==> src/rtl/vga_rgb_pkg.sv <==
// rtl/vga_rgb_pkg.sv - shared types and bar colour table for the VGA RGB mode mux
//
// Purpose: the picture-source mode enum, the 3-bit {R,G,B} on/off codes for the
// eight colour bars, and small helpers used by the mux and its fade generator.
// Ports: none (package).

package vga_rgb_pkg;

    typedef enum logic [1:0] {
        MODE_SOLID   = 2'd0,
        MODE_BARS    = 2'd1,
        MODE_CHECKER = 2'd2,
        MODE_FADE    = 2'd3
    } mode_e;

    // Bar colours as {R,G,B}: a set bit drives that channel to all ones.
    localparam logic [2:0] BAR_WHITE   = 3'b111;
    localparam logic [2:0] BAR_YELLOW  = 3'b110;
    localparam logic [2:0] BAR_CYAN    = 3'b011;
    localparam logic [2:0] BAR_GREEN   = 3'b010;
    localparam logic [2:0] BAR_MAGENTA = 3'b101;
    localparam logic [2:0] BAR_RED     = 3'b100;
    localparam logic [2:0] BAR_BLUE    = 3'b001;
    localparam logic [2:0] BAR_BLACK   = 3'b000;

    function automatic logic [2:0] bar_rgb(input logic [2:0] idx);
        logic [2:0] rgb;
        case (idx)
            3'd0:    rgb = BAR_WHITE;
            3'd1:    rgb = BAR_YELLOW;
            3'd2:    rgb = BAR_CYAN;
            3'd3:    rgb = BAR_GREEN;
            3'd4:    rgb = BAR_MAGENTA;
            3'd5:    rgb = BAR_RED;
            3'd6:    rgb = BAR_BLUE;
            default: rgb = BAR_BLACK;
        endcase
        return rgb;
    endfunction

    // Modes wrap FADE -> SOLID through the natural 2-bit overflow.
    function automatic mode_e mode_succ(input mode_e m);
        return mode_e'(m + 2'd1);
    endfunction

endpackage

==> src/rtl/vga_rgb_mode_mux_if.sv <==
// rtl/vga_rgb_mode_mux_if.sv - timing/switch inputs and colour outputs of the RGB mode mux
//
// Purpose: bundles the timing-generator inputs, switch colour, and colour/mode
// outputs. master = the timing/board side driving inputs, slave = the mux.
// Signals: mode_next, frame_tick, DE, x_pixel, y_pixel, sw_red/green/blue (to mux);
//          red_port, green_port, blue_port, mode (from mux).

interface vga_rgb_mode_mux_if #(
    parameter int COLOR_W = 4,
    parameter int X_W     = 10,
    parameter int Y_W     = 10
);
    logic               mode_next;
    logic               frame_tick;
    logic               DE;
    logic [X_W-1:0]     x_pixel;
    logic [Y_W-1:0]     y_pixel;
    logic [COLOR_W-1:0] sw_red;
    logic [COLOR_W-1:0] sw_green;
    logic [COLOR_W-1:0] sw_blue;
    logic [COLOR_W-1:0] red_port;
    logic [COLOR_W-1:0] green_port;
    logic [COLOR_W-1:0] blue_port;
    logic [1:0]         mode;

    modport master (
        output mode_next, frame_tick, DE, x_pixel, y_pixel, sw_red, sw_green, sw_blue,
        input  red_port, green_port, blue_port, mode
    );

    modport slave (
        input  mode_next, frame_tick, DE, x_pixel, y_pixel, sw_red, sw_green, sw_blue,
        output red_port, green_port, blue_port, mode
    );
endinterface

==> src/rtl/vga_fade_gen.sv <==
// rtl/vga_fade_gen.sv - frame divider and triangle brightness level for FADE mode
//
// Purpose: steps a COLOR_W-bit level 0..max..0 once every FADE_DIV frame ticks.
// Ports: clk, reset (sync, active-high), enable (count ticks), restart (force
//        level 0 / up / divider 0), frame_tick, level (current brightness).

module vga_fade_gen
    import vga_rgb_pkg::*;
#(
    parameter int COLOR_W  = 4,
    parameter int FADE_DIV = 2
) (
    input  logic               clk,
    input  logic               reset,
    input  logic               enable,
    input  logic               restart,
    input  logic               frame_tick,
    output logic [COLOR_W-1:0] level
);
    localparam int                 DIV_W    = (FADE_DIV > 1) ? $clog2(FADE_DIV) : 1;
    localparam logic [DIV_W-1:0]   DIV_LAST = DIV_W'(FADE_DIV - 1);
    localparam logic [COLOR_W-1:0] LVL_MAX  = '1;

    logic [DIV_W-1:0]   r_div;
    logic [COLOR_W-1:0] r_level;
    logic               r_dir_down;

    always_ff @(posedge clk) begin
        if (reset || restart) begin
            r_div      <= '0;
            r_level    <= '0;
            r_dir_down <= 1'b0;
        end else if (enable && frame_tick) begin
            if (r_div == DIV_LAST) begin
                r_div <= '0;
                // Turn-around points step away from the end so max and 0 are
                // each shown for only one step.
                if (!r_dir_down) begin
                    if (r_level == LVL_MAX) begin
                        r_dir_down <= 1'b1;
                        r_level    <= LVL_MAX - COLOR_W'(1);
                    end else begin
                        r_level <= r_level + COLOR_W'(1);
                    end
                end else begin
                    if (r_level == '0) begin
                        r_dir_down <= 1'b0;
                        r_level    <= COLOR_W'(1);
                    end else begin
                        r_level <= r_level - COLOR_W'(1);
                    end
                end
            end else begin
                r_div <= r_div + DIV_W'(1);
            end
        end
    end

    assign level = r_level;

endmodule

==> src/rtl/vga_rgb_mode_mux.sv <==
// rtl/vga_rgb_mode_mux.sv - selectable-source registered RGB output stage
//
// Purpose: drives the VGA colour pins from SOLID / BARS / CHECKER / FADE,
// switching modes only on frame_tick so frames never tear. One cycle latency.
// Ports: clk, reset (sync, active-high), bus (slave modport: timing inputs,
//        switch colour in; red/green/blue_port and mode out).

module vga_rgb_mode_mux
    import vga_rgb_pkg::*;
#(
    parameter int COLOR_W     = 4,
    parameter int X_W         = 10,
    parameter int Y_W         = 10,
    parameter int H_ACT       = 640,
    parameter int CHECK_SHIFT = 5,
    parameter int FADE_DIV    = 2
) (
    input  logic                clk,
    input  logic                reset,
    vga_rgb_mode_mux_if.slave   bus
);
    localparam int BAND = H_ACT / 8;

    // ---------------- mode_next edge detect ----------------
    // r_armed blocks an edge until mode_next has been seen low since reset, so a
    // level held high through reset does not count as a new request.
    logic r_mn_q;
    logic r_armed;
    logic w_edge;

    always_ff @(posedge clk) begin
        if (reset) begin
            r_mn_q  <= 1'b0;
            r_armed <= ~bus.mode_next;
        end else begin
            r_mn_q <= bus.mode_next;
            if (!bus.mode_next) begin
                r_armed <= 1'b1;
            end
        end
    end

    assign w_edge = bus.mode_next & ~r_mn_q & r_armed;

    // ---------------- mode FSM ----------------
    mode_e r_mode;
    mode_e w_mode_nxt;
    logic  r_pending;
    logic  w_pending_nxt;
    logic  w_advance;

    always_ff @(posedge clk) begin
        if (reset) begin
            r_mode    <= MODE_SOLID;
            r_pending <= 1'b0;
        end else begin
            r_mode    <= w_mode_nxt;
            r_pending <= w_pending_nxt;
        end
    end

    always_comb begin
        w_mode_nxt    = r_mode;
        w_pending_nxt = r_pending;
        w_advance     = 1'b0;
        if (bus.frame_tick && (r_pending || w_edge)) begin
            w_advance     = 1'b1;
            w_mode_nxt    = mode_succ(r_mode);
            w_pending_nxt = 1'b0;
        end else if (w_edge) begin
            w_pending_nxt = 1'b1;
        end
    end

    // ---------------- fade level ----------------
    logic [COLOR_W-1:0] w_level;
    logic               w_fade_restart;

    assign w_fade_restart = w_advance && (w_mode_nxt == MODE_FADE);

    vga_fade_gen #(
        .COLOR_W  (COLOR_W),
        .FADE_DIV (FADE_DIV)
    ) u_fade (
        .clk        (clk),
        .reset      (reset),
        .enable     (r_mode == MODE_FADE),
        .restart    (w_fade_restart),
        .frame_tick (bus.frame_tick),
        .level      (w_level)
    );

    // ---------------- sources ----------------
    // Bar index counts how many band boundaries x has passed; columns past the
    // last boundary stay in bar 7.
    logic [2:0] w_bar;
    logic [2:0] w_bar_rgb;

    always_comb begin
        w_bar = 3'd0;
        for (int k = 1; k < 8; k++) begin
            if (int'(bus.x_pixel) >= k * BAND) begin
                w_bar = 3'(k);
            end
        end
    end

    assign w_bar_rgb = bar_rgb(w_bar);

    logic [2*COLOR_W-1:0] w_prod_r;
    logic [2*COLOR_W-1:0] w_prod_g;
    logic [2*COLOR_W-1:0] w_prod_b;

    assign w_prod_r = {{COLOR_W{1'b0}}, bus.sw_red}   * {{COLOR_W{1'b0}}, w_level};
    assign w_prod_g = {{COLOR_W{1'b0}}, bus.sw_green} * {{COLOR_W{1'b0}}, w_level};
    assign w_prod_b = {{COLOR_W{1'b0}}, bus.sw_blue}  * {{COLOR_W{1'b0}}, w_level};

    logic [COLOR_W-1:0] w_red;
    logic [COLOR_W-1:0] w_green;
    logic [COLOR_W-1:0] w_blue;

    always_comb begin
        w_red   = '0;
        w_green = '0;
        w_blue  = '0;
        if (bus.DE) begin
            case (r_mode)
                MODE_SOLID: begin
                    w_red   = bus.sw_red;
                    w_green = bus.sw_green;
                    w_blue  = bus.sw_blue;
                end
                MODE_BARS: begin
                    w_red   = {COLOR_W{w_bar_rgb[2]}};
                    w_green = {COLOR_W{w_bar_rgb[1]}};
                    w_blue  = {COLOR_W{w_bar_rgb[0]}};
                end
                MODE_CHECKER: begin
                    if (bus.x_pixel[CHECK_SHIFT] ^ bus.y_pixel[CHECK_SHIFT]) begin
                        w_red   = bus.sw_red;
                        w_green = bus.sw_green;
                        w_blue  = bus.sw_blue;
                    end else begin
                        w_red   = ~bus.sw_red;
                        w_green = ~bus.sw_green;
                        w_blue  = ~bus.sw_blue;
                    end
                end
                MODE_FADE: begin
                    w_red   = w_prod_r[2*COLOR_W-1:COLOR_W];
                    w_green = w_prod_g[2*COLOR_W-1:COLOR_W];
                    w_blue  = w_prod_b[2*COLOR_W-1:COLOR_W];
                end
                default: begin
                    w_red   = '0;
                    w_green = '0;
                    w_blue  = '0;
                end
            endcase
        end
    end

    // ---------------- output register ----------------
    logic [COLOR_W-1:0] r_red;
    logic [COLOR_W-1:0] r_green;
    logic [COLOR_W-1:0] r_blue;

    always_ff @(posedge clk) begin
        if (reset) begin
            r_red   <= '0;
            r_green <= '0;
            r_blue  <= '0;
        end else begin
            r_red   <= w_red;
            r_green <= w_green;
            r_blue  <= w_blue;
        end
    end

    assign bus.red_port   = r_red;
    assign bus.green_port = r_green;
    assign bus.blue_port  = r_blue;
    assign bus.mode       = r_mode;

endmodule

==> src/flat_wrapper.sv <==
// flat-port wrapper written by rule: the top's interface ports become plain ports
module vga_rgb_mode_mux_flat import vga_rgb_pkg::*;
#(
    parameter int COLOR_W     = 4,
    parameter int X_W         = 10,
    parameter int Y_W         = 10,
    parameter int H_ACT       = 640,
    parameter int CHECK_SHIFT = 5,
    parameter int FADE_DIV    = 2
)
  (clk, reset, bus_mode_next, bus_frame_tick, bus_DE, bus_x_pixel, bus_y_pixel, bus_sw_red, bus_sw_green, bus_sw_blue, bus_red_port, bus_green_port, bus_blue_port, bus_mode);
  vga_rgb_mode_mux_if #(.COLOR_W(COLOR_W), .X_W(X_W), .Y_W(Y_W)) bus_i ();
  input  logic clk;
  input  logic reset;
  input wire logic [$bits(bus_i.mode_next)-1:0] bus_mode_next;
  input wire logic [$bits(bus_i.frame_tick)-1:0] bus_frame_tick;
  input wire logic [$bits(bus_i.DE)-1:0] bus_DE;
  input wire logic [$bits(bus_i.x_pixel)-1:0] bus_x_pixel;
  input wire logic [$bits(bus_i.y_pixel)-1:0] bus_y_pixel;
  input wire logic [$bits(bus_i.sw_red)-1:0] bus_sw_red;
  input wire logic [$bits(bus_i.sw_green)-1:0] bus_sw_green;
  input wire logic [$bits(bus_i.sw_blue)-1:0] bus_sw_blue;
  output wire logic [$bits(bus_i.red_port)-1:0] bus_red_port;
  output wire logic [$bits(bus_i.green_port)-1:0] bus_green_port;
  output wire logic [$bits(bus_i.blue_port)-1:0] bus_blue_port;
  output wire logic [$bits(bus_i.mode)-1:0] bus_mode;
  assign bus_i.mode_next = bus_mode_next;
  assign bus_i.frame_tick = bus_frame_tick;
  assign bus_i.DE = bus_DE;
  assign bus_i.x_pixel = bus_x_pixel;
  assign bus_i.y_pixel = bus_y_pixel;
  assign bus_i.sw_red = bus_sw_red;
  assign bus_i.sw_green = bus_sw_green;
  assign bus_i.sw_blue = bus_sw_blue;
  assign bus_red_port = bus_i.red_port;
  assign bus_green_port = bus_i.green_port;
  assign bus_blue_port = bus_i.blue_port;
  assign bus_mode = bus_i.mode;
  vga_rgb_mode_mux #(.COLOR_W(COLOR_W), .X_W(X_W), .Y_W(Y_W), .H_ACT(H_ACT), .CHECK_SHIFT(CHECK_SHIFT), .FADE_DIV(FADE_DIV)) u_core (.clk(clk), .reset(reset), .bus(bus_i));
endmodule
==> config.mk <==
export PLATFORM = sky130hd
export DESIGN_NAME = vga_rgb_mode_mux_flat
export DESIGN_NICKNAME = d
export VERILOG_FILES = /design/src/rtl/vga_rgb_pkg.sv /design/src/rtl/vga_rgb_mode_mux_if.sv /design/src/rtl/vga_fade_gen.sv /design/src/rtl/vga_rgb_mode_mux.sv /design/src/flat_wrapper.sv
export SDC_FILE = /design/constraint.sdc
export NUM_CORES = 1
export LEC_CHECK = 0
export BUFFER_PORTS_ARGS = -buffer_cell sky130_fd_sc_hd__clkbuf_2
export CAP_MARGIN = 25
export CORE_AREA = 2 2 72 74
export CTS_CLUSTER_SIZE = 24
export DETAILED_ROUTE_END_ITERATION = 16
export DIE_AREA = 0 0 74 76
export PLACE_DENSITY = 0.8
export SLEW_MARGIN = 20
export SYNTH_ARGS = -nofsm -noshare
export SYNTH_HDL_FRONTEND = slang
export SYNTH_HIERARCHICAL = 1
export SYNTH_SLANG_ARGS = --single-unit
==> constraint.sdc <==
create_clock -name clk -period 4.05 [get_ports clk]
set_input_delay 0.81 -clock clk [delete_from_list [all_inputs] [get_ports clk]]
set_output_delay 0.81 -clock clk [all_outputs]
set_load 0.05 [all_outputs]
# ---- Word level (Yosys, flattened, before mapping)
# Cells that the tools add are included.
dict set report totals {
  regBits 23
  inputBits 37
  out_inout_bits 14
}
dict set report op_classes {
  addsub 4
  multipliers 3
  magnitude_cmp 7
  n_eq_ne 12
  mux 25
  bitwise 9
  reduce_logical 11
}
# operator count
set op_table {}
lappend op_table {{4-bit one-hot mux with 4 select lines} 3}
lappend op_table {{10-bit by 9-bit greater-or-equal comparator with 1-bit output, second input constant} 3}
lappend op_table {{4-bit by 4-bit multiplier with 8-bit output} 3}
lappend op_table {{4-bit two-way mux} 6}
lappend op_table {{3-bit one-hot mux with 7 select lines} 1}
lappend op_table {{10-bit by 8-bit greater-or-equal comparator with 1-bit output, second input constant} 2}
lappend op_table {{3-bit two-way mux} 4}
lappend op_table {{4-bit NOT} 3}
lappend op_table {{10-bit greater-or-equal comparator, second input constant} 1}
lappend op_table {{10-bit by 7-bit greater-or-equal comparator with 1-bit output, second input constant} 1}
lappend op_table {{3-bit equality test, second input constant} 3}
lappend op_table {{1-bit two-way mux} 8}
lappend op_table {{2-bit equality test, second input constant} 3}
lappend op_table {{3-bit by 2-bit equality test with 1-bit output, second input constant} 2}
lappend op_table {{2-bit two-way mux} 3}
lappend op_table {{4-bit by 1-bit adder with 4-bit output, second input constant} 1}
lappend op_table {{4-bit equality test, second input constant} 1}
lappend op_table {{4-bit logical NOT} 1}
lappend op_table {{2-bit OR reduction} 2}
lappend op_table {{4-bit by 1-bit subtractor with 4-bit output, second input constant} 1}
lappend op_table {{3-bit by 1-bit equality test with 1-bit output, second input constant} 1}
lappend op_table {{1-bit logical AND} 3}
lappend op_table {{3-bit logical NOT} 1}
lappend op_table {{1-bit NOT} 3}
lappend op_table {{9 further kinds} 11}

# ---- Longest topological paths before layout
# Gate-level depths: netlist (run 1).
dict set report depth {
  word_depth 11
  ltp_mapped 12
}

# ---- Cells and area by module
# Netlist (run 1), hierarchy kept.
# mod n_inst cells_each area_per_inst_um2
set modules_own_cells {}
lappend modules_own_cells {vga_rgb_mode_mux 1 270 2230.9}
lappend modules_own_cells {vga_fade_gen 1 51 431.7}

# ---- Worst setup path after synthesis (run 1)
# OpenSTA, ideal clock, no wires.
dict set report synth_timing {
  path_type {input -> register}
  start {input bus_sw_red[0]}
  end {register u_core.r_red[1], in the netlist u_core/bus.red_port[1]}
  setup_time_ps 125
  arrival_time_ps 3307
  required_time_ps 3925
  slack_ps 618
  path_stages 10
  path_buffers 0
  path_cell_list {nand2_1 fa_1 fa_1 inv_1 ha_1 and4_1 a221o_1 xor2_1 a2111oi_2 nor2_1}
}
dict set report synth_between {
  elab_chain_cells 2
}
# item line_no
set synth_lines {}
lappend synth_lines {{start: declaration} flat_wrapper.sv:20} ;# input wire logic [$bits(bus_i.sw_red)-1:0] bus_sw_red;
lappend synth_lines {{4-bit by 4-bit multiplier with 8-bit output} vga_rgb_mode_mux.sv:114} ;# assign w_prod_r = {{COLOR_W{1'b0}}, bus.sw_red} * {{COLOR_W{1'b0}}, w_level};
lappend synth_lines {{4-bit one-hot mux with 4 select lines} vga_rgb_mode_mux.sv:127} ;# case (r_mode)
lappend synth_lines {{end signal: assignment} vga_rgb_mode_mux.sv:174} ;# r_red <= w_red;
lappend synth_lines {{end: declaration} vga_rgb_mode_mux.sv:164} ;# logic [COLOR_W-1:0] r_red;
# No other way between the ends.
# A chain may end at the register's enable or synchronous reset.

# ---- Worst setup path after layout (run 1)
dict set report layout_timing {
  start {input bus_sw_red[1]}
  end {register u_core.r_red[1], in the netlist u_core/bus.red_port[1]}
}
dict set report layout_between {
  elab_chain_cells 3
}
# item line_no
set layout_lines {}
lappend layout_lines {{parallel branches: the longest is 2 deep, another holds 4-bit by 4-bit multiplier with 8-bit output} -}
lappend layout_lines {{4-bit one-hot mux with 4 select lines *} vga_rgb_mode_mux.sv:127}
# Mark *: on every way between the ends.

==> results of run 1 <==
==> cell usage in the layout, fill, tap and decap left out, types with 4 or more instances in the layout <==
| cell | n |
|---|---|
| sky130_fd_sc_hd__clkbuf_2 | 37 |
| sky130_fd_sc_hd__ha_1 | 36 |
| sky130_fd_sc_hd__nand2_1 | 28 |
| sky130_fd_sc_hd__inv_1 | 26 |
| sky130_fd_sc_hd__dfxtp_1 | 22 |
| sky130_fd_sc_hd__and2_1 | 21 |
| sky130_fd_sc_hd__nor2_1 | 21 |
| sky130_fd_sc_hd__a21oi_1 | 17 |
| sky130_fd_sc_hd__o21ai_0 | 11 |
| sky130_fd_sc_hd__xor2_1 | 11 |
| sky130_fd_sc_hd__fa_1 | 9 |
| sky130_fd_sc_hd__a31oi_1 | 7 |
| sky130_fd_sc_hd__xnor2_1 | 6 |
| sky130_fd_sc_hd__a211oi_1 | 6 |
| sky130_fd_sc_hd__nand3b_1 | 6 |
| sky130_fd_sc_hd__buf_4 | 5 |
| sky130_fd_sc_hd__o211ai_1 | 4 |
| sky130_fd_sc_hd__nand2b_1 | 4 |
| sky130_fd_sc_hd__o21ai_1 | 4 |
==> worst max-delay path: stages <==
cell	delay [ns]
sky130_fd_sc_hd__clkbuf_2	0.15
sky130_fd_sc_hd__nand2_1	0.09
sky130_fd_sc_hd__fa_1	0.50
sky130_fd_sc_hd__fa_1	0.54
sky130_fd_sc_hd__inv_1	0.04
sky130_fd_sc_hd__ha_1	0.27
sky130_fd_sc_hd__and4_1	0.21
sky130_fd_sc_hd__a221o_1	0.34
sky130_fd_sc_hd__xor2_1	0.16
sky130_fd_sc_hd__a2111oi_2	0.35
sky130_fd_sc_hd__nor2_1	0.08
==> per-stage QoR <==
step | cell area, um2 | total power [uW] | hold slack, ns | util [%]
6_report | 2940 | 523 | 0.475 | 59.9
5_1_grt | 2940 | 548 | 0.490 | 59.9
4_1_cts | 2940 | 526 | 0.473 | 59.9
3_5_place_dp | 2900 | 381 | 0.452 | 59.0
3_3_place_gp | 2900 | 379 | 0.442 | 59.0
2_1_floorplan | 2660 | 339 | 0.435 | -
==> metal layers <==
layer	global-route usage (%)	vias to the layer above
met5	0	-
met4	4.73	0
met1	27.6	1125
met3	2.78	6
met2	35.6	62
li1	-	1206
==> synthesized netlist by cell type (all sizes together), types with 2 or more instances <==
library cell	n	area [um2]
nor2	21	78.8
a21o	3	22.5
mux2i	3	30.0
o211ai	4	30.0
and4	4	36.3
fa	9	180
nand3	4	32.5
mux2	2	22.5
nor3	3	20.0
inv	27	101
a2111oi	2	23.8
nand3b	6	45.0
and3	5	33.8
nand4	2	12.5
nand2b	4	25.0
a221oi	4	52.6
nand2	28	105
buf	6	35.0
o2111ai	3	26.3
a22o	3	26.3
o21ai	15	75.1
nand4b	2	17.5
dfxtp	22	440
xnor2	7	68.8
or3	2	12.5
a21oi	17	85.1
and2	21	131
a31oi	7	43.8
a211oi	6	45.0
o22ai	2	12.5
o21a	3	22.5
clkbuf	8	40.0
ha	36	450
xor2	11	96.3
nor2b	3	18.8
==> flip-flops by register name, indices dropped and copies added (netlist names) <==
signal and count:
u_core/r_pending 1, u_core/r_armed 1, u_core/bus.red_port 4, u_core/bus.blue_port 4
u_core/u_fade/r_div 1, u_core/u_fade/r_dir_down 1, u_core/bus.mode 2, u_core/bus.green_port 4
u_core/r_mn_q 1, u_core/u_fade/level 4
==> cell type report <==
cell class | count | area share, %
multi-input cells | 257 | 68.5
clock buffers | 4 | 1.53
inverters | 27 | 3.44
flip-flops and latches | 23 | 16.0
well taps | 70 | 2.98
repair buffers | 42 | 7.57
==> logic make-up (layout without fill, tap and decap cells) <==
family          Yosys count  in the layout  share of synthesized area [%]
compound gates           79             79                           20.7
xor+xnor                 18             18                           6.20
fa+ha+maj                46             46                           24.1
buf+inv                  41             73                           6.63
flops                    23             23                           17.7
mux                       5              5                           1.97
simple gates            109            109                           22.7
==> power by group <==
part           switching (uW)  internal, uW
Clock                    76.3          70.3
Combinational            92.0          42.6
Sequential               3.69           238
==> path summary, 6_finish.rpt <==
check	to	slack, ns	startpoint	depth (start not counted)
hold reg to reg	u_core/r_pending	0.47	u_core/r_pending	1
hold / removal	u_core/r_pending	0.47	u_core/r_pending	1
setup / recovery	u_core/bus.red_port[1]	0.66	bus_sw_red[1]	11
setup reg to reg	u_core/bus.red_port[1]	0.69	u_core/u_fade/level[2]	10
==> flow_summary.html, run 1 <==
<table>
<tr><th>Metric</th><th>Value</th></tr>
<tr><th colspan="2">Outcome</th></tr>
<tr><td>Result of the run</td><td>completed</td></tr>
<tr><th colspan="2">Floorplanning</th></tr>
<tr><td>Count of standard-cell rows</td><td>26</td></tr>
<tr><td>Number of primary I/O pins</td><td>51</td></tr>
<tr><td>Starting density of the core</td><td>54.2%</td></tr>
<tr><td>Area of the die</td><td>roughly 5600 um2</td></tr>
<tr><td>X dimension of the die</td><td>74 um</td></tr>
<tr><td>Chip Height</td><td>between 70 and 80 um</td></tr>
<tr><td>CORE AREA</td><td>approximately 4900 um2</td></tr>
<tr><th colspan="2">Route</th></tr>
<tr><td>Detailed-routed wire length on met3</td><td>around 260 um</td></tr>
<tr><td>Pre-Repair DR Iteration Count</td><td>5</td></tr>
<tr><td>Number of nets still failing antenna checks after routing</td><td>0</td></tr>
<tr><td>Total detailed-routing wirelength</td><td>5580 um</td></tr>
<tr><td>Drt via density</td><td>5.67</td></tr>
<tr><td>Iteration-0 DRC count of the detailed router</td><td>94</td></tr>
<tr><td>Met2 wire len</td><td>approximately 2700 um</td></tr>
<tr><td>Average wire length per cell after detail routing</td><td>13.2 um</td></tr>
<tr><td>Routed metal-1 wirelength</td><td>2550 um</td></tr>
<tr><td>Total vias in the final route</td><td>2399</td></tr>
<tr><td>Top Metal Used</td><td>met4</td></tr>
<tr><td>DRC errors left</td><td>0</td></tr>
<tr><th colspan="2">STA</th></tr>
<tr><td>Least-Margin Pin Slew</td><td>roughly 0.8 ns</td></tr>
<tr><td>Shortest period the worst path allows</td><td>3.39 ns</td></tr>
<tr><td>Count of endpoints failing hold in the final timing report</td><td>0</td></tr>
<tr><td>Total negative slack for setup checks</td><td>0 ns</td></tr>
<tr><td>Fraction of the cycle the final worst path needs</td><td>83.8%</td></tr>
<tr><td>RSZ-0062 raised after global routing</td><td>no</td></tr>
<tr><td>Clock Skew</td><td>0.00138 ns</td></tr>
<tr><td>Setup slack of the critical path after layout</td><td>0.658 ns</td></tr>
<tr><td># setup viols final</td><td>0</td></tr>
<tr><td>Timing-limited maximum frequency</td><td>roughly 290 MHz</td></tr>
<tr><td>Number of pins with negative max-slew slack in the final report</td><td>0</td></tr>
<tr><td>Worst-case headroom to the max-slew limit</td><td>a little under half</td></tr>
<tr><th colspan="2">Yosys</th></tr>
<tr><td>Synthesized area per cell</td><td>~8.3 um2</td></tr>
<tr><td>Post-synthesis cell count</td><td>321</td></tr>
<tr><td>Number of flops mapped to enable cells by yosys</td><td>1</td></tr>
<tr><td>Flip-flop and latch count after synthesis</td><td>23</td></tr>
<tr><td>Asr flop ratio synth</td><td>0%</td></tr>
<tr><td>Yosys cell types</td><td>63</td></tr>
<tr><td>Seq/Total Area, Yosys</td><td>17.7%</td></tr>
<tr><td>Number of warnings issued by yosys</td><td>6</td></tr>
<tr><td>Most used DFF post-synth</td><td>sky130_fd_sc_hd__dfxtp_1</td></tr>
<tr><td>Area of the mapped netlist</td><td>2660 um2</td></tr>
<tr><td>Syn Nets</td><td>403</td></tr>
<tr><th colspan="2">Clock tree</th></tr>
<tr><td>Number of clock sinks seen by CTS</td><td>23</td></tr>
<tr><td>Post-cts resize count</td><td>0</td></tr>
<tr><td>Deepest level of the CTS H-tree</td><td>1</td></tr>
<tr><td>Number of buffers created by CTS</td><td>3</td></tr>
<tr><td>Clock transition at the register clock pins on the worst setup and hold paths after CTS</td><td>around 0.080 ns</td></tr>
<tr><td>Clock buffer depth</td><td>2</td></tr>
<tr><td>Library cell used as clock root buffer</td><td>sky130_fd_sc_hd__clkbuf_8</td></tr>
<tr><td>Later-pin clock latency in the skew report</td><td>0.26 ns</td></tr>
<tr><td>Cts-stage hold buffer count</td><td>0</td></tr>
<tr><td>Clock tree from TritonCTS</td><td>built</td></tr>
<tr><td>Number of setup buffers added after CTS</td><td>0</td></tr>
<tr><th colspan="2">GRT</th></tr>
<tr><td>Largest net degree at the start of global routing</td><td>20</td></tr>
<tr><td>Number of antenna violations at the first check in global routing</td><td>0</td></tr>
<tr><td>Wire length of the first global-routing pass</td><td>between 9000 and 10000 um</td></tr>
<tr><td>Total global routing track utilization</td><td>about a fifth</td></tr>
<tr><td>Leftover overflow at the end of global routing</td><td>0</td></tr>
<tr><td>Vias in the first global route</td><td>roughly 2200</td></tr>
<tr><th colspan="2">Finish</th></tr>
<tr><td>Register Area</td><td>approximately 470 um2</td></tr>
<tr><td>Count of non-filler cells in the finished layout</td><td>423</td></tr>
<tr><td>Layout cell share with drive strength beyond 1</td><td>16.7%</td></tr>
<tr><td>Fillcell total</td><td>between 400 and 500</td></tr>
<tr><td>Antenna fix cells</td><td>0</td></tr>
<tr><td>Multi-input logic area</td><td>2020 um2</td></tr>
<tr><td>Final layout net count</td><td>436</td></tr>
<tr><td>Layout Area Growth over Synthesis</td><td>10.5%</td></tr>
<tr><th colspan="2">Worst setup path</th></tr>
<tr><td>Worst setup path class</td><td>in2reg</td></tr>
<tr><td>Category of the worst setup path capture point</td><td>flip-flop</td></tr>
<tr><td>Critical path arrival</td><td>roughly 3.6 ns</td></tr>
<tr><td>Critical path required time</td><td>4.20 ns</td></tr>
<tr><td>CP startpoint kind</td><td>input pin</td></tr>
<tr><td>Worst Path Max Fanout</td><td>6</td></tr>
<tr><th colspan="2">Place</th></tr>
<tr><td>Post-place setup slack</td><td>0.350 ns</td></tr>
<tr><td>Cells after DPL</td><td>419</td></tr>
<tr><td>Half-perimeter wire length after placement</td><td>4360 um</td></tr>
<tr><td>Weighted congestion at the end of routability-driven global placement</td><td>between 0.8 and 0.9</td></tr>
<tr><td>Number of port buffers</td><td>37</td></tr>
<tr><th colspan="2">Power and ir drop</th></tr>
<tr><td>Power density cells</td><td>around 180 nW/um2</td></tr>
<tr><td>Peak supply drop</td><td>about 170 uV</td></tr>
<tr><td>Lkg Pwr</td><td>between 0.001 and 0.0015 uW</td></tr>
<tr><th colspan="2">Job</th></tr>
<tr><td>Count of max-cap constraint violations</td><td>0</td></tr>
<tr><th colspan="2">Worst hold path</th></tr>
<tr><td>Worst hold-check path type</td><td>reg2reg</td></tr>
</table>
(Power assumes the default switching activity.)
==> inputs of run 2 (changes only) <==
- CORE_AREA: 2 2 72 74 -> 2 2 76 78
- DIE_AREA: 0 0 74 76 -> 0 0 78 80
- PLACE_DENSITY: 0.8 -> 0.75
- clock period: 4.05 -> 3 ns (I/O delays scaled with it)
==> flow_summary.html, run 2 (same netlist as run 1, synthesis figures left out) <==
<table>
<tr><th>Metric</th><th>Value</th></tr>
<tr><th colspan="2">Route</th></tr>
<tr><td>Iteration-0 DRC count of the detailed router</td><td>113 (was 94)</td></tr>
<tr><td>Total detailed-routing wirelength</td><td>6260 um (was 5580 um)</td></tr>
<tr><td>Drt via density</td><td>5.52 (was 5.67)</td></tr>
<tr><td>DRC errors left</td><td>0 (unchanged)</td></tr>
<tr><td>Number of nets still failing antenna checks after routing</td><td>0 (unchanged)</td></tr>
<tr><td>Average wire length per cell after detail routing</td><td>13.8 um (was 13.2 um)</td></tr>
<tr><td>Total vias in the final route</td><td>2495 (was 2399)</td></tr>
<tr><td>Pre-Repair DR Iteration Count</td><td>5 (unchanged)</td></tr>
<tr><th colspan="2">STA</th></tr>
<tr><td>Fraction of the cycle the final worst path needs</td><td>between 90% and 100%</td></tr>
<tr><td>Shortest period the worst path allows</td><td>just under 3 ns</td></tr>
<tr><td>Timing-limited maximum frequency</td><td>between 300 and 400 MHz</td></tr>
<tr><td># setup viols final</td><td>0 (unchanged)</td></tr>
<tr><td>Setup slack of the critical path after layout</td><td>0.0366 ns (was 0.658 ns)</td></tr>
<tr><td>Least-Margin Pin Slew</td><td>0.634 ns (was 0.793 ns)</td></tr>
<tr><td>Worst hold slack across all endpoints</td><td>0.474 ns (was 0.475 ns)</td></tr>
<tr><td>Number of pins with negative max-slew slack in the final report</td><td>0 (unchanged)</td></tr>
<tr><td>RSZ-0062 raised after global routing</td><td>yes (was no)</td></tr>
<tr><td>Worst-case headroom to the max-slew limit</td><td>57.6% (was 46.9%)</td></tr>
<tr><td>Total negative slack for setup checks</td><td>0 ns (unchanged)</td></tr>
<tr><td>Count of endpoints failing hold in the final timing report</td><td>0 (unchanged)</td></tr>
<tr><td>Clock Skew</td><td>0.00324 ns (was 0.00138 ns)</td></tr>
<tr><th colspan="2">Floorplanning</th></tr>
<tr><td>Chip Height</td><td>80 um (was 76 um)</td></tr>
<tr><td>Area of the die</td><td>6240 um2 (was 5620 um2)</td></tr>
<tr><td>X dimension of the die</td><td>78 um (was 74 um)</td></tr>
<tr><td>CORE AREA</td><td>5410 um2 (was 4910 um2)</td></tr>
<tr><td>Starting density of the core</td><td>49.3% (was 54.2%)</td></tr>
<tr><td>Count of standard-cell rows</td><td>27 (was 26)</td></tr>
<tr><td>Number of primary I/O pins</td><td>51 (unchanged)</td></tr>
<tr><th colspan="2">Power and ir drop</th></tr>
<tr><td>Power density cells</td><td>224 nW/um2 (was 178 nW/um2)</td></tr>
<tr><td>Lkg Pwr</td><td>0.00161 uW (was 0.00144 uW)</td></tr>
<tr><td>Peak supply drop</td><td>180 uV (was 166 uV)</td></tr>
<tr><th colspan="2">Worst setup path</th></tr>
<tr><td>Worst setup path class</td><td>reg2reg (was in2reg)</td></tr>
<tr><td>CP startpoint kind</td><td>flip-flop (was input pin)</td></tr>
<tr><td>Critical Path Sink</td><td>u_core/bus.red_port[1] (unchanged)</td></tr>
<tr><td>Worst setup slack for register-to-register paths</td><td>0.04 ns (was 0.69 ns)</td></tr>
<tr><td>Start point of the critical path</td><td>u_core/u_fade/level[1] (was bus_sw_red[1])</td></tr>
<tr><td>Critical path required time</td><td>3.16 ns (was 4.20 ns)</td></tr>
<tr><td>Category of the worst setup path capture point</td><td>flip-flop (unchanged)</td></tr>
<tr><td>Worst-case reg-to-reg path depth</td><td>11 (was 10)</td></tr>
<tr><td>Worst Path Max Fanout</td><td>5 (was 6)</td></tr>
<tr><td>Critical path arrival</td><td>3.12 ns (was 3.55 ns)</td></tr>
<tr><td>Endpoint of the lowest-slack register-to-register path</td><td>u_core/bus.red_port[1] (unchanged)</td></tr>
<tr><td>Reg-to-reg critical path startpoint</td><td>u_core/u_fade/level[1] (was u_core/u_fade/level[2])</td></tr>
<tr><th colspan="2">Clock tree</th></tr>
<tr><td>Deepest level of the CTS H-tree</td><td>1 (unchanged)</td></tr>
<tr><td>Clock buffer depth</td><td>2 (unchanged)</td></tr>
<tr><td>Later-pin clock latency in the skew report</td><td>0.27 ns (was 0.26 ns)</td></tr>
<tr><td>Clock tree from TritonCTS</td><td>built (unchanged)</td></tr>
<tr><td>Library cell used as clock root buffer</td><td>sky130_fd_sc_hd__clkbuf_8 (unchanged)</td></tr>
<tr><td>Number of buffers created by CTS</td><td>3 (unchanged)</td></tr>
<tr><td>Clock transition at the register clock pins on the worst setup and hold paths after CTS</td><td>0.08 ns (about the same)</td></tr>
<tr><td>Number of clock sinks seen by CTS</td><td>23 (unchanged)</td></tr>
<tr><th colspan="2">Worst hold path</th></tr>
<tr><td>Worst hold-check path type</td><td>reg2reg (unchanged)</td></tr>
<tr><th colspan="2">GRT</th></tr>
<tr><td>Wire length of the first global-routing pass</td><td>10900 um (was 9640 um)</td></tr>
<tr><td>Vias in the first global route</td><td>2481 (was 2220)</td></tr>
<tr><td>Total global routing track utilization</td><td>21.3% (was 20.9%)</td></tr>
<tr><td>Largest net degree at the start of global routing</td><td>20 (unchanged)</td></tr>
<tr><td>Leftover overflow at the end of global routing</td><td>0 (unchanged)</td></tr>
<tr><td>Number of antenna violations at the first check in global routing</td><td>0 (unchanged)</td></tr>
<tr><th colspan="2">Finish</th></tr>
<tr><td>Final instance area</td><td>3210 um2 (was 2940 um2)</td></tr>
<tr><td>Layout cell share with drive strength beyond 1</td><td>25.8% (was 16.7%)</td></tr>
<tr><td>Fillcell total</td><td>510 (was 444)</td></tr>
<tr><td>Antenna fix cells</td><td>0 (unchanged)</td></tr>
<tr><td>Highest-count cells in the layout ignoring fill and taps</td><td>36 x sky130_fd_sc_hd__clkbuf_2, 36 x sky130_fd_sc_hd__ha_1, 32 x sky130_fd_sc_hd__buf_4, 26 x sky130_fd_sc_hd__inv_1, 25 x sky130_fd_sc_hd__nand2_1 (was 37 x sky130_fd_sc_hd__clkbuf_2, 36 x sky130_fd_sc_hd__ha_1, 28 x sky130_fd_sc_hd__nand2_1, 26 x sky130_fd_sc_hd__inv_1, 22 x sky130_fd_sc_hd__dfxtp_1)</td></tr>
<tr><td>Final layout net count</td><td>463 (was 436)</td></tr>
<tr><td>Layout Area Growth over Synthesis</td><td>20.6% (was 10.5%)</td></tr>
<tr><td>Multi-input logic area</td><td>2060 um2 (was 2020 um2)</td></tr>
<tr><td>Register Area</td><td>482 um2 (was 470 um2)</td></tr>
<tr><th colspan="2">Place</th></tr>
<tr><td>Half-perimeter wire length after placement</td><td>4890 um (was 4360 um)</td></tr>
<tr><td>Weighted congestion at the end of routability-driven global placement</td><td>0.817 (was 0.821)</td></tr>
<tr><td>Post-place setup slack</td><td>-0.301 ns (was 0.350 ns)</td></tr>
<tr><td>Number of port buffers</td><td>37 (unchanged)</td></tr>
<tr><td>Placement Cell Area</td><td>3100 um2 (was 2900 um2)</td></tr>
<tr><th colspan="2">Outcome</th></tr>
<tr><td>Result of the run</td><td>completed (unchanged)</td></tr>
<tr><th colspan="2">Job</th></tr>
<tr><td>Count of max-cap constraint violations</td><td>0 (unchanged)</td></tr>
</table>
-- run 2: changes by cell type in the layout (fill, tap and decap cells not counted), sizes merged --
| cell | delta |
|---|---|
| buf | +28 |
| clkbuf | -1 |
-- run 2: worst min path at each step --
stage | endpoint | slack, ns | start | cells after the start
2_1_floorplan | u_core/r_pending | 0.44 | u_core/r_pending | 1
3_3_place_gp | u_core/r_pending | 0.44 | u_core/r_pending | 1
3_5_place_dp | u_core/r_pending | 0.45 | u_core/r_pending | 1
4_1_cts | u_core/r_pending | 0.47 | u_core/r_pending | 1
5_1_grt | u_core/r_pending | 0.49 | u_core/r_pending | 1
6_report | u_core/r_pending | 0.47 | u_core/r_pending | 1
-- run 2: timing repair --
item                       in CTS  in global routing
gates resized for setup         4                 10
pin swaps                       1                  3
buffers inserted                1                  1
hold buffers                    0                  0
setup endpoints to repair       9                  7
-- run 2: worst max-delay path, stage by stage (launching register included) --
cell                        delay (ns)
sky130_fd_sc_hd__dfxtp_4          0.41
sky130_fd_sc_hd__buf_6            0.13
sky130_fd_sc_hd__nand2_1          0.07
sky130_fd_sc_hd__fa_1             0.49
sky130_fd_sc_hd__inv_1            0.04
sky130_fd_sc_hd__ha_1             0.29
sky130_fd_sc_hd__ha_1             0.31
sky130_fd_sc_hd__and3_1           0.19
sky130_fd_sc_hd__a221o_1          0.36
sky130_fd_sc_hd__xor2_1           0.19
sky130_fd_sc_hd__a2111oi_2        0.29
sky130_fd_sc_hd__nor2_1           0.08
-- run 2: area by class of cell --
class                   instances  area share [%]
clock buffers                   4            1.40
inverters                      27            3.16
multi-input cells             257            64.2
flip-flops and latches         23            15.0
well taps                      72            2.81
repair buffers                 69            13.4
-- run 2: stage by stage --
step                utilization (%)  total power (uW)  cells
finish                         59.4               720    452
global route                   59.4               757    452
CTS                            58.5               724    451
detailed placement             57.4               530    446
global placement               57.4               526    446
floorplan                         -               458    321
-- run 2: report_power, final --
part / internal (uW) / switching [uW]
Sequential: 318 / 5.96
Combinational: 70.3 / 127
Clock: 95.0 / 103
-- run 2: routing by layer --
layer | GRT usage [%] | part of all wire [%]
met5 | 0 | 0
met4 | 5.26 | 1.4
met1 | 26.9 | 45
met2 | 39.0 | 50
met3 | 1.81 | 3.9
==> inputs of run 3 (changes only) <==
- CELL_PAD_IN_SITES_DETAIL_PLACEMENT: default -> 0
- CELL_PAD_IN_SITES_GLOBAL_PLACEMENT: default -> 1
- CORE_AREA: 2 2 76 78 -> 2 2 87 89
- DIE_AREA: 0 0 78 80 -> 0 0 89 91
- PLACE_DENSITY: 0.75 -> default
- PLACE_DENSITY_LB_ADDON: default -> 0.1
==> flow_summary.html, run 3 (same netlist as run 1, synthesis figures left out) <==
<table>
<tr><th>Metric</th><th>Value</th></tr>
<tr><th colspan="2">Route</th></tr>
<tr><td>Total detailed-routing wirelength</td><td>6810 um (was 6260 um)</td></tr>
<tr><td>Number of nets still failing antenna checks after routing</td><td>0 (unchanged)</td></tr>
<tr><td>Average wire length per cell after detail routing</td><td>14.0 um (was 13.8 um)</td></tr>
<tr><td>Total vias in the final route</td><td>2482 (was 2495)</td></tr>
<tr><td>DRC errors left</td><td>0 (unchanged)</td></tr>
<tr><td>Iteration-0 DRC count of the detailed router</td><td>96 (was 113)</td></tr>
<tr><td>Drt via density</td><td>5.11 (was 5.52)</td></tr>
<tr><td>Pre-Repair DR Iteration Count</td><td>4 (was 5)</td></tr>
<tr><th colspan="2">Floorplanning</th></tr>
<tr><td>Number of primary I/O pins</td><td>51 (unchanged)</td></tr>
<tr><td>CORE AREA</td><td>7140 um2 (was 5410 um2)</td></tr>
<tr><td>X dimension of the die</td><td>89 um (was 78 um)</td></tr>
<tr><td>Starting density of the core</td><td>37.3% (was 49.3%)</td></tr>
<tr><td>Area of the die</td><td>8100 um2 (was 6240 um2)</td></tr>
<tr><td>Chip Height</td><td>91 um (was 80 um)</td></tr>
<tr><td>Count of standard-cell rows</td><td>31 (was 27)</td></tr>
<tr><th colspan="2">Worst setup path</th></tr>
<tr><td>Combined buffer and inverter count along the critical path</td><td>2 (unchanged)</td></tr>
<tr><td>Worst Path Max Fanout</td><td>4 (was 5)</td></tr>
<tr><td>Category of the worst setup path capture point</td><td>flip-flop (unchanged)</td></tr>
<tr><td>Critical path arrival</td><td>3.13 ns (was 3.12 ns)</td></tr>
<tr><td>CP startpoint kind</td><td>input pin (was flip-flop)</td></tr>
<tr><td>Worst setup path class</td><td>in2reg (was reg2reg)</td></tr>
<tr><td>Critical Path Max Stage Delay</td><td>0.49 ns (about the same)</td></tr>
<tr><td>Standard cell with the maximum stage delay on the critical path</td><td>sky130_fd_sc_hd__fa_1 (unchanged)</td></tr>
<tr><td>Cell Chain, Critical Path</td><td>clkbuf_2, nand2_4, fa_1, fa_1, inv_1, ha_1, and4_1, a221o_1, xor2_1, a2111oi_2, nor2_1 (was buf_6, nand2_1, fa_1, inv_1, ha_1, ha_1, and3_1, a221o_1, xor2_1, a2111oi_2, nor2_1)</td></tr>
<tr><td>Start point of the critical path</td><td>bus_sw_red[2] (was u_core/u_fade/level[1])</td></tr>
<tr><td>Worst setup slack for register-to-register paths</td><td>0.07 ns (was 0.04 ns)</td></tr>
<tr><td>Total stage count of the critical path</td><td>11 (unchanged)</td></tr>
<tr><td>Endpoint of the lowest-slack register-to-register path</td><td>u_core/bus.red_port[1] (unchanged)</td></tr>
<tr><td>Top cell by count, worst path</td><td>sky130_fd_sc_hd__fa_1 (was sky130_fd_sc_hd__ha_1)</td></tr>
<tr><td>Critical Path Sink</td><td>u_core/bus.red_port[1] (unchanged)</td></tr>
<tr><td>Reg-to-reg critical path startpoint</td><td>u_core/u_fade/level[1] (unchanged)</td></tr>
<tr><td>Dominant delay contributor by cell family on the critical path</td><td>adder cells (unchanged)</td></tr>
<tr><td>Worst-case reg-to-reg path depth</td><td>11 (unchanged)</td></tr>
<tr><td>Critical path required time</td><td>3.18 ns (was 3.16 ns)</td></tr>
<tr><th colspan="2">Finish</th></tr>
<tr><td>Final layout net count</td><td>470 (was 463)</td></tr>
<tr><td>Antenna fix cells</td><td>0 (unchanged)</td></tr>
<tr><td>Fillcell total</td><td>756 (was 510)</td></tr>
<tr><td>Multi-input logic area</td><td>2080 um2 (was 2060 um2)</td></tr>
<tr><td>Most common library cell in the layout ignoring fill and taps</td><td>sky130_fd_sc_hd__clkbuf_2</td></tr>
<tr><td>Highest-count cells in the layout ignoring fill and taps</td><td>37 x sky130_fd_sc_hd__clkbuf_2, 36 x sky130_fd_sc_hd__buf_4, 35 x sky130_fd_sc_hd__ha_1, 26 x sky130_fd_sc_hd__inv_1, 23 x sky130_fd_sc_hd__nand2_1 (was 36 x sky130_fd_sc_hd__clkbuf_2, 36 x sky130_fd_sc_hd__ha_1, 32 x sky130_fd_sc_hd__buf_4, 26 x sky130_fd_sc_hd__inv_1, 25 x sky130_fd_sc_hd__nand2_1)</td></tr>
<tr><td>Layout cell share with drive strength beyond 1</td><td>28.4% (was 25.8%)</td></tr>
<tr><td>Register Area</td><td>479 um2 (was 482 um2)</td></tr>
<tr><td>Final instance area</td><td>3320 um2 (was 3210 um2)</td></tr>
<tr><td>Layout Area Growth over Synthesis</td><td>24.9% (was 20.6%)</td></tr>
<tr><td>Post-layout utilization of the core</td><td>46.6% (was 59.4%)</td></tr>
<tr><th colspan="2">Place</th></tr>
<tr><td>Post-place setup slack</td><td>-0.291 ns (was -0.301 ns)</td></tr>
<tr><td>Weighted congestion at the end of routability-driven global placement</td><td>0.772 (was 0.817)</td></tr>
<tr><td>Half-perimeter wire length after placement</td><td>5290 um (was 4890 um)</td></tr>
<tr><td>Placement Cell Area</td><td>3170 um2 (was 3100 um2)</td></tr>
<tr><td>Number of port buffers</td><td>37 (unchanged)</td></tr>
<tr><th colspan="2">Power and ir drop</th></tr>
<tr><td>Lkg Pwr</td><td>0.00164 uW (was 0.00161 uW)</td></tr>
<tr><td>Power density cells</td><td>227 nW/um2 (was 224 nW/um2)</td></tr>
<tr><td>Total power</td><td>753 uW (was 720 uW)</td></tr>
<tr><td>Peak supply drop</td><td>157 uV (was 180 uV)</td></tr>
<tr><th colspan="2">GRT</th></tr>
<tr><td>Number of antenna violations at the first check in global routing</td><td>0 (unchanged)</td></tr>
<tr><td>Vias in the first global route</td><td>2329 (was 2481)</td></tr>
<tr><td>Total global routing track utilization</td><td>17.3% (was 21.3%)</td></tr>
<tr><td>Leftover overflow at the end of global routing</td><td>0 (unchanged)</td></tr>
<tr><td>Wire length of the first global-routing pass</td><td>11200 um (was 10900 um)</td></tr>
<tr><td>Met3 demand-to-capacity share in global routing</td><td>1.91% (was 1.81%)</td></tr>
<tr><td>M2 GR Usage</td><td>28.4% (was 39.0%)</td></tr>
<tr><td>Largest net degree at the start of global routing</td><td>20 (unchanged)</td></tr>
<tr><td>Busiest layer in global routing</td><td>met2 (unchanged)</td></tr>
<tr><td>Grt met1 use</td><td>24.7% (was 26.9%)</td></tr>
<tr><th colspan="2">Clock tree</th></tr>
<tr><td>Later-pin clock latency in the skew report</td><td>0.28 ns (was 0.27 ns)</td></tr>
<tr><td>Clock buffer depth</td><td>2 (unchanged)</td></tr>
<tr><td>Number of clock sinks seen by CTS</td><td>23 (unchanged)</td></tr>
<tr><td>Number of buffers created by CTS</td><td>3 (unchanged)</td></tr>
<tr><td>Deepest level of the CTS H-tree</td><td>1 (unchanged)</td></tr>
<tr><td>Library cell used as clock root buffer</td><td>sky130_fd_sc_hd__clkbuf_8 (unchanged)</td></tr>
<tr><td>Clock tree from TritonCTS</td><td>built (unchanged)</td></tr>
<tr><td>Clock transition at the register clock pins on the worst setup and hold paths after CTS</td><td>0.10 ns (was 0.08 ns)</td></tr>
<tr><td>Cts-stage hold buffer count</td><td>0 (unchanged)</td></tr>
<tr><th colspan="2">STA</th></tr>
<tr><td>RSZ-0062 raised after global routing</td><td>yes (unchanged)</td></tr>
<tr><td>Shortest period the worst path allows</td><td>2.95 ns (was 2.96 ns)</td></tr>
<tr><td>Clock Skew</td><td>0.00196 ns (was 0.00324 ns)</td></tr>
<tr><td>Timing-limited maximum frequency</td><td>339 MHz (was 337 MHz)</td></tr>
<tr><td>Total negative slack for setup checks</td><td>0 ns (unchanged)</td></tr>
<tr><td># setup viols final</td><td>0 (unchanged)</td></tr>
<tr><td>Worst-case headroom to the max-slew limit</td><td>47.1% (was 57.6%)</td></tr>
<tr><td>Count of endpoints failing hold in the final timing report</td><td>0 (unchanged)</td></tr>
<tr><td>Number of pins with negative max-slew slack in the final report</td><td>0 (unchanged)</td></tr>
<tr><td>Setup slack of the critical path after layout</td><td>0.0489 ns (was 0.0366 ns)</td></tr>
<tr><td>Least-Margin Pin Slew</td><td>0.793 ns (was 0.634 ns)</td></tr>
<tr><td>Fraction of the cycle the final worst path needs</td><td>98.4% (was 98.8%)</td></tr>
<tr><th colspan="2">Outcome</th></tr>
<tr><td>Result of the run</td><td>completed (unchanged)</td></tr>
<tr><th colspan="2">Job</th></tr>
<tr><td>Count of max-cap constraint violations</td><td>0 (unchanged)</td></tr>
<tr><th colspan="2">Worst hold path</th></tr>
<tr><td>Worst hold-check path type</td><td>reg2reg (unchanged)</td></tr>
</table>
[run 3: cell types whose count changed in the layout (fill, tap and decap cells not counted), sizes merged]
cell / delta
buf: +6
clkinvlp: +1
[run 3: how the worst min path moves through the flow]
| stage | startpoint | to | slack, ns | depth (start not counted) |
|---|---|---|---|---|
| finish | u_core/r_pending | u_core/r_pending | 0.47 | 1 |
| global route | u_core/r_pending | u_core/r_pending | 0.49 | 1 |
| CTS | u_core/r_pending | u_core/r_pending | 0.47 | 1 |
| detailed placement | u_core/r_pending | u_core/r_pending | 0.45 | 1 |
| global placement | u_core/r_pending | u_core/r_pending | 0.44 | 1 |
| floorplan | u_core/r_pending | u_core/r_pending | 0.44 | 1 |
[run 3: timing repair]
item | in CTS | in global routing
pin swaps | 4 | 9
gates resized for setup | 6 | 11
setup endpoints to repair | 6 | 10
gates cloned | 0 | 0
setup buffers | 3 | 2
[run 3: cell type report]
class	instances	share of cell area [%]
Multi-Input combinational cell	257	62.6
Timing Repair Buffer	76	14.7
Sequential cell	23	14.4
Tap cell	99	3.73
Inverter	27	3.05
Clock buffer	3	1.24
Clock inverter	1	0.226
[run 3: report_power, final]
group,total (uW),internal (uW),switching [uW],leakage [uW]
combinational,205,73.2,131,0.00143
clock,224,94.6,129,0.0000217
sequential,325,319,5.32,0.000191
[run 3: through the flow]
stage | hold WS (ns) | instances
after floorplan | 0.435 | 321
after global placement | 0.441 | 478
after detailed placement | 0.448 | 478
after CTS | 0.473 | 485
after global routing | 0.493 | 486
final | 0.470 | 486
[run 3: routing by layer]
layer	vias to the layer above	share of wire, %
met4	0	0.35
met1	1159	50
met3	2	2.2
met2	44	47
li1	1277	-
met5	-	0
